`src/rtl/breath_pkg.sv`:
```
// Shared types and default level constants for the breathing-LED chain
// (also consumed by the downstream PWM stage).
package breath_pkg;

  typedef enum logic [1:0] {
    MODE_OFF  = 2'd0,
    MODE_SLOW = 2'd1,
    MODE_FAST = 2'd2,
    MODE_ON   = 2'd3
  } mode_e;

  typedef enum logic [1:0] {
    UP       = 2'd0,
    HOLD_TOP = 2'd1,
    DOWN     = 2'd2,
    HOLD_BOT = 2'd3
  } ramp_e;

  localparam int unsigned LVL_W_DEF   = 8;
  localparam int unsigned LVL_MAX_DEF = 255;

  function automatic mode_e next_mode(input mode_e m);
    return mode_e'(m + 2'd1);
  endfunction

endpackage

```
`src/rtl/breath_ctrl_key_debounce.sv`:
```
// Push-button conditioner: 2-flop synchronizer, stability-window debounce,
// one-cycle pulse on each debounced press (1->0). Releases give no pulse.
module key_debounce #(
  parameter int unsigned DB_CNT = 240000
) (
  input  logic clk,
  input  logic rst,
  input  logic key_n_i,
  output logic press_o
);

  localparam int unsigned CW = $clog2(DB_CNT + 1);

  logic          sync1_q, sync2_q;
  logic          db_q, db_d, db_dly_q;
  logic          press_q;
  logic [CW-1:0] cnt_q, cnt_d;

  always_comb begin
    cnt_d = '0;
    db_d  = db_q;
    if (sync2_q != db_q) begin
      if (cnt_q == CW'(DB_CNT - 1)) begin
        db_d = sync2_q;
      end else begin
        cnt_d = cnt_q + CW'(1);
      end
    end
  end

  always_ff @(posedge clk or negedge rst) begin
    if (!rst) begin
      sync1_q  <= 1'b1;
      sync2_q  <= 1'b1;
      db_q     <= 1'b1;
      db_dly_q <= 1'b1;
      press_q  <= 1'b0;
      cnt_q    <= '0;
    end else begin
      sync1_q  <= key_n_i;
      sync2_q  <= sync1_q;
      db_q     <= db_d;
      db_dly_q <= db_q;
      // edge taken on the registered debounced level, one cycle after it settles
      press_q  <= db_dly_q & ~db_q;
      cnt_q    <= cnt_d;
    end
  end

  assign press_o = press_q;

endmodule

```
`src/rtl/breath_ctrl.sv`:
```
// Mode cycling and triangular brightness ramp feeding the PWM stage.
// Define BREATH_CTRL_HOLD_EN to dwell HOLD_TICKS ramp steps at each extreme.
module breath_ctrl
  import breath_pkg::*;
#(
  parameter int unsigned DB_CNT     = 240000,
  parameter int unsigned LVL_W      = LVL_W_DEF,
  parameter int unsigned LVL_MAX    = LVL_MAX_DEF,
  parameter int unsigned DIV_SLOW   = 47000,
  parameter int unsigned DIV_FAST   = 11750,
  parameter int unsigned HOLD_TICKS = 16
) (
  input  logic             clk,
  input  logic             rst,
  input  logic             key_n,
  output logic [LVL_W-1:0] level,
  output logic             level_vld,
  output logic [1:0]       mode
);

  localparam int unsigned DIV_BIG = (DIV_SLOW > DIV_FAST) ? DIV_SLOW : DIV_FAST;
  localparam int unsigned PW      = $clog2(DIV_BIG + 1);
  localparam logic [LVL_W-1:0] LVL_TOP = LVL_W'(LVL_MAX);

  if (LVL_MAX < 2 || LVL_MAX > (2 ** LVL_W) - 1 || DIV_SLOW < 1 || DIV_FAST < 1 ||
      HOLD_TICKS < 1) begin : g_param_chk
    $error("breath_ctrl: illegal parameter set");
  end

`ifdef BREATH_CTRL_HOLD_EN
  localparam int unsigned HW = $clog2(HOLD_TICKS + 1);
  localparam ramp_e AFTER_TOP = HOLD_TOP;
  localparam ramp_e AFTER_BOT = HOLD_BOT;
  logic [HW-1:0] hold_q, hold_d;
`else
  localparam ramp_e AFTER_TOP = DOWN;
  localparam ramp_e AFTER_BOT = UP;
`endif

  mode_e            mode_q, mode_d;
  ramp_e            ramp_q, ramp_d;
  logic [LVL_W-1:0] level_q, level_d;
  logic             vld_q, vld_d;
  logic [PW-1:0]    presc_q, presc_d;
  logic [PW-1:0]    div_last;
  logic             press, run, tick;

  key_debounce #(.DB_CNT(DB_CNT)) u_key (
    .clk     (clk),
    .rst     (rst),
    .key_n_i (key_n),
    .press_o (press)
  );

  assign run      = (mode_q == MODE_SLOW) || (mode_q == MODE_FAST);
  assign div_last = (mode_q == MODE_FAST) ? PW'(DIV_FAST - 1) : PW'(DIV_SLOW - 1);
  assign tick     = run && (presc_q == div_last);

  always_comb begin
    mode_d  = mode_q;
    ramp_d  = ramp_q;
    level_d = level_q;
    vld_d   = 1'b0;
    presc_d = presc_q;
`ifdef BREATH_CTRL_HOLD_EN
    hold_d  = hold_q;
`endif
    // a press outranks a coincident tick: the tick is simply dropped
    if (press) begin
      mode_d  = next_mode(mode_q);
      presc_d = '0;
      ramp_d  = UP;
      level_d = (mode_d == MODE_ON) ? LVL_TOP : '0;
      vld_d   = 1'b1;
`ifdef BREATH_CTRL_HOLD_EN
      hold_d  = '0;
`endif
    end else if (run) begin
      presc_d = tick ? '0 : presc_q + PW'(1);
      if (tick) begin
        unique case (ramp_q)
          UP: begin
            if (level_q < LVL_TOP) begin
              level_d = level_q + LVL_W'(1);
              vld_d   = 1'b1;
            end
            if (level_q >= LVL_TOP - LVL_W'(1)) ramp_d = AFTER_TOP;
          end
          DOWN: begin
            if (level_q != '0) begin
              level_d = level_q - LVL_W'(1);
              vld_d   = 1'b1;
            end
            if (level_q <= LVL_W'(1)) ramp_d = AFTER_BOT;
          end
`ifdef BREATH_CTRL_HOLD_EN
          HOLD_TOP: begin
            if (hold_q == HW'(HOLD_TICKS - 1)) begin
              hold_d = '0;
              ramp_d = DOWN;
            end else begin
              hold_d = hold_q + HW'(1);
            end
          end
          HOLD_BOT: begin
            if (hold_q == HW'(HOLD_TICKS - 1)) begin
              hold_d = '0;
              ramp_d = UP;
            end else begin
              hold_d = hold_q + HW'(1);
            end
          end
`endif
          default: ramp_d = UP;
        endcase
      end
    end
  end

  always_ff @(posedge clk or negedge rst) begin
    if (!rst) begin
      mode_q  <= MODE_SLOW;
      ramp_q  <= UP;
      level_q <= '0;
      vld_q   <= 1'b0;
      presc_q <= '0;
`ifdef BREATH_CTRL_HOLD_EN
      hold_q  <= '0;
`endif
    end else begin
      mode_q  <= mode_d;
      ramp_q  <= ramp_d;
      level_q <= level_d;
      vld_q   <= vld_d;
      presc_q <= presc_d;
`ifdef BREATH_CTRL_HOLD_EN
      hold_q  <= hold_d;
`endif
    end
  end

  assign level     = level_q;
  assign level_vld = vld_q;
  assign mode      = mode_q;

endmodule

```
`config.mk`:
```
export PLATFORM = sky130hd
export DESIGN_NAME = breath_ctrl
export DESIGN_NICKNAME = d
export VERILOG_FILES = /design/src/rtl/breath_pkg.sv /design/src/rtl/breath_ctrl_key_debounce.sv /design/src/rtl/breath_ctrl.sv
export SDC_FILE = /design/constraint.sdc
export NUM_CORES = 1
export LEC_CHECK = 0
export ABC_AREA = 1
export BUFFER_PORTS_ARGS = -buffer_cell sky130_fd_sc_hd__buf_4
export CORE_AREA = 2 2 71 100
export CTS_CLUSTER_DIAMETER = 80
export CTS_CLUSTER_SIZE = 20
export DETAILED_ROUTE_END_ITERATION = 10
export DIE_AREA = 0 0 73 102
export PLACE_DENSITY = 0.78
export REMOVE_ABC_BUFFERS = 1
export SLEW_MARGIN = 5
export SYNTH_ARGS = -nofsm -noshare
export SYNTH_HDL_FRONTEND = slang
export SYNTH_HIERARCHICAL = 1
export SYNTH_SLANG_ARGS = --single-unit
```
`constraint.sdc`:
```
create_clock -name clk -period 1.9 [get_ports clk]
set_clock_uncertainty 0.2 [all_clocks]
set_input_delay 0.38 -clock clk [delete_from_list [all_inputs] [get_ports clk]]
set_output_delay 0.38 -clock clk [all_outputs]
set_load 0.1 [all_outputs]
```
==> results.rst <==
.. list-table::
   :header-rows: 1

   * - Metric
     - Value
   * - Status
     - finished, violations left
   * - Failing checks
     - setup timing
   * - Slew margin rel.
     - 0.6275
   * - Clock Sinks
     - 51
   * - Unrepaired setup endpoints after global routing
     - true
   * - Std-Cell Rows
     - 35
   * - Most frequently used cell type in the post-synthesis netlist
     - sky130_fd_sc_hd__nand2_1
   * - Pin count of the biggest net entering global routing
     - 33
   * - Antenna Cells
     - 0
   * - Kind of start point of the critical path
     - flip-flop
   * - Post-Syn Instances
     - 420
   * - Summed instance area of the synthesized netlist
     - 0.003157 mm²
   * - Final critical-path share of the clock period
     - 1.024
   * - Met3 routing resource usage after global routing
     - 0.02959
   * - Register-to-Register Path Depth
     - 10
   * - Final critical-path setup slack
     - -0.04654 ns
   * - Initial cell density of the core
     - 0.4838
   * - Top-area cell type share of the netlist area
     - 0.3646
   * - Data required, critical path
     - ~1.9 ns
   * - Cell area power density
     - approximately 480 mW/mm²
   * - Die Y
     - just over 100 µm
   * - Cell type contributing the most total cell area after synthesis
     - sky130_fd_sc_hd__dfrtp_1
   * - Origin of the critical flop-to-flop path
     - mode[0]
   * - Synth cell count leaders
     - sky130_fd_sc_hd__nand2_1, sky130_fd_sc_hd__nor2_1, sky130_fd_sc_hd__inv_1
   * - Wire length of the first global-routing pass
     - 12100 µm
   * - Setup TNS
     - -0.4713 ns
   * - Layer with the highest usage after global routing
     - met2
   * - Share of the core filled with cells
     - 0.5676
   * - Die span in x
     - 73 µm
   * - Critical path class
     - flip-flop to flip-flop
   * - Worst Path Arrival
     - 1.96 ns
   * - Number of nets in the finished design
     - 468
   * - Yosys reg bits
     - 51
   * - Num CTS Buffers
     - 5
   * - Clock latency on the worst-skew pair
     - 0.31 ns
   * - Global routing usage summed across all routing layers
     - 0.2059
   * - Number of H-tree levels
     - 2
   * - Worst-path maximum fanout
     - 8
   * - Wire length reported by the detailed router
     - 6771 µm
   * - Routed via count
     - 2759
   * - Leakage
     - 1.759 nW
   * - Maximum root-to-sink buffer count
     - 2
   * - Worst hold-check path type
     - flip-flop to flip-flop
   * - Shortest clock period the worst path allows after layout
     - 1.947 ns
   * - Number of enable flip-flop cells after synthesis
     - 0
   * - Critical register-to-register path endpoint
     - level[2]
   * - Register-to-register path setup slack
     - -0.05 ns
   * - CORE AREA
     - around 0.0065 mm²
   * - Synthesized area per cell
     - around 7.5 µm²
   * - Post-synth top flop
     - sky130_fd_sc_hd__dfrtp_1
   * - Grt met2 use
     - 0.3777
   * - Post-route non-filler standard cell count
     - 532
   * - Count of final hold-check violations
     - 0
   * - Placed cell count
     - 520
   * - Number of vias per cell after detailed routing
     - 5.186
   * - # Max-Cap Violations
     - 0
   * - Met1 usage
     - 0.2369
   * - Peak clock frequency supported by timing
     - approximately 0.5 GHz
   * - VDD IR-drop max
     - 378.1 µV
   * - Worst hold path depth
     - 0
   * - Synth Warn #
     - 6
   * - Area added between synthesis and finish
     - 17.32%
   * - Min-Delay Endpoint
     - u_key/sync2_q
   * - Post-DR wirelength/cell
     - 12.73 µm
   * - Vias in the first global route
     - 2798
   * - Ports placed on the boundary
     - 14
   * - Setup violations, final
     - 20
   * - Initial antenna violation count
     - 0
   * - Final estimated routing congestion in global placement
     - 0.8874
   * - Post-layout total power
     - 1.789 mW
   * - Type of element capturing the critical path
     - flip-flop
   * - Root buffer cell
     - sky130_fd_sc_hd__clkbuf_8
   * - Slew @ Worst Pin
     - 0.5581 ns
   * - Clock tree from TritonCTS
     - built
   * - Leading post-synthesis cells by cell area
     - sky130_fd_sc_hd__dfrtp_1, sky130_fd_sc_hd__nand2_1, sky130_fd_sc_hd__nor2_1, sky130_fd_sc_hd__inv_1, sky130_fd_sc_hd__nand3_1
   * - DR DRC count
     - 0
   * - Number of violations reported at the end of detailed-routing iteration 0
     - 155
   * - Length of the first detailed-routing pass in iterations
     - 4
   * - Min-delay src
     - u_key/sync1_q
   * - Proportion of register bits with asynchronous set or reset after synthesis
     - 1.000
   * - Post-placement setup slack
     - -0.1275 ns
   * - Layout cell share with drive strength beyond 1
     - 0.2162
   * - Antenna Nets Post-Route
     - 0
   * - Unique masters post-synth
     - 36
   * - Leftover overflow at the end of global routing
     - 0
   * - Area of the die
     - 0.007446 mm²
   * - Number of input and output port buffers inserted
     - 13
   * - Number of pins exceeding their max-slew limit in the final report
     - 0
   * - Share of the yosys chip area belonging to registers
     - 0.4063
   * - Detailed-placement wirelength estimate
     - 5075 µm
   * - Clock slew at the register clock pins of the worst setup and hold paths
     - 0.10 ns
==> cells in the final DEF, fill, tap and decap left out, types with 3 or more instances in the layout <==
master and instances:
sky130_fd_sc_hd__nand2_1 101, sky130_fd_sc_hd__nor2_1 56, sky130_fd_sc_hd__inv_1 52, sky130_fd_sc_hd__dfrtp_1 46, sky130_fd_sc_hd__nand3_1 29, sky130_fd_sc_hd__buf_4 29, sky130_fd_sc_hd__o21ai_0 15, sky130_fd_sc_hd__nand2_2 14
sky130_fd_sc_hd__xor2_1 14, sky130_fd_sc_hd__nor3_1 9, sky130_fd_sc_hd__nor2_4 8, sky130_fd_sc_hd__nor2_2 8, sky130_fd_sc_hd__nand4_1 7, sky130_fd_sc_hd__ha_1 7, sky130_fd_sc_hd__a21oi_1 6, sky130_fd_sc_hd__clkbuf_8 5
sky130_fd_sc_hd__dfstp_2 5, sky130_fd_sc_hd__inv_2 4, sky130_fd_sc_hd__nand3b_1 4, sky130_fd_sc_hd__nand3_2 3, sky130_fd_sc_hd__nor3b_2 3, sky130_fd_sc_hd__nand2_4 3, sky130_fd_sc_hd__xnor2_1 3
==> layer usage <==
| metal | routed length [µm] | vias to the layer above | share of wire |
|---|---|---|---|
| li1 | - | 1389 | - |
| met1 | 2786 | 1301 | 0.41 |
| met2 | 3607 | 50 | 0.53 |
| met3 | 170 | 19 | 0.025 |
| met4 | 208 | 0 | 0.031 |
| met5 | 0 | - | 0 |
==> stage by stage <==
step / cell area (µm²) / hold WS [ns]
floorplan: 3128 / -0.1156
global placement: 3471 / 0.07930
detailed placement: 3471 / 0.08311
CTS: 3646 / 0.1618
global route: 3704 / 0.1752
finish: 3704 / 0.1609
==> critical path, cell delays in order, from the launching register on <==
cell                       delay [ns]
sky130_fd_sc_hd__dfstp_2         0.55
sky130_fd_sc_hd__inv_2           0.04
sky130_fd_sc_hd__ha_4            0.22
sky130_fd_sc_hd__nor2_4          0.07
sky130_fd_sc_hd__nand3b_1        0.08
sky130_fd_sc_hd__nor2_2          0.13
sky130_fd_sc_hd__nand3_4         0.17
sky130_fd_sc_hd__nand2_8         0.15
sky130_fd_sc_hd__nand2_8         0.10
sky130_fd_sc_hd__nand2_2         0.08
sky130_fd_sc_hd__nand2_1         0.05
==> what timing repair did <==
item,4_1_cts,5_1_grt
pin swaps,8,15
setup endpoints to repair,25,25
buffers inserted,1,0
hold buffers,2,0
endpoints found under the hold margin,20,0
gates resized for setup,12,14
gates cloned,1,0
==> power by group <==
part | internal (mW) | leakage [nW] | total, mW | switching [mW]
registers | 1.09 | 0.692 | 1.10 | 0.00553
clock network | 0.260 | 0.0483 | 0.635 | 0.375
logic | 0.0175 | 1.02 | 0.0546 | 0.0370
total | 1.37 | 1.76 | 1.79 | 0.417
==> registers in the layout, indices dropped and copies added (netlist names) <==
signal          cells
u_key/cnt_q        18
presc_q            16
level               8
mode                2
level_vld           1
ramp_q              1
u_key/db_dly_q      1
u_key/db_q          1
u_key/press_o       1
u_key/sync1_q       1
u_key/sync2_q       1
==> worst max-delay path by stage <==
stage                     startpoint  slack, ns     endpoint  cells past startpoint
after floorplan              mode[1]      -0.57     level[3]                      9
after global placement       mode[0]      -0.08  presc_q[13]                     10
final                        mode[0]      -0.05     level[2]                     10
after detailed placement     mode[0]      -0.13  presc_q[11]                      9
after CTS                    mode[0]       -0.1   presc_q[5]                      9
after global routing         mode[0]      -0.16     level[6]                      9
==> kinds of logic (layout without fill, tap and decap cells) <==
| kind of cell | after synthesis | in the layout | synth area share |
|---|---|---|---|
| xor+xnor | 18 | 18 | 0.05232 |
| buf+inv | 60 | 97 | 0.07570 |
| mux | 1 | 1 | 0.003171 |
| simple gates | 254 | 254 | 0.3801 |
| flops | 51 | 51 | 0.4063 |
| compound gates | 28 | 29 | 0.05074 |
| fa+ha+maj | 8 | 8 | 0.03171 |
==> final cells by class <==
| class | count | area, µm² |
|---|---|---|
| Tap cell | 74 | 92.59 |
| Inverter | 56 | 210.2 |
| Multi-Input combinational cell | 310 | 1753 |
| Fill cell | 582 | 2821 |
| Clock inverter | 3 | 18.77 |
| Timing Repair Buffer | 33 | 277.8 |
| Sequential cell | 51 | 1282 |
| Clock buffer | 5 | 68.82 |
Power figures use the tool's default switching activity.
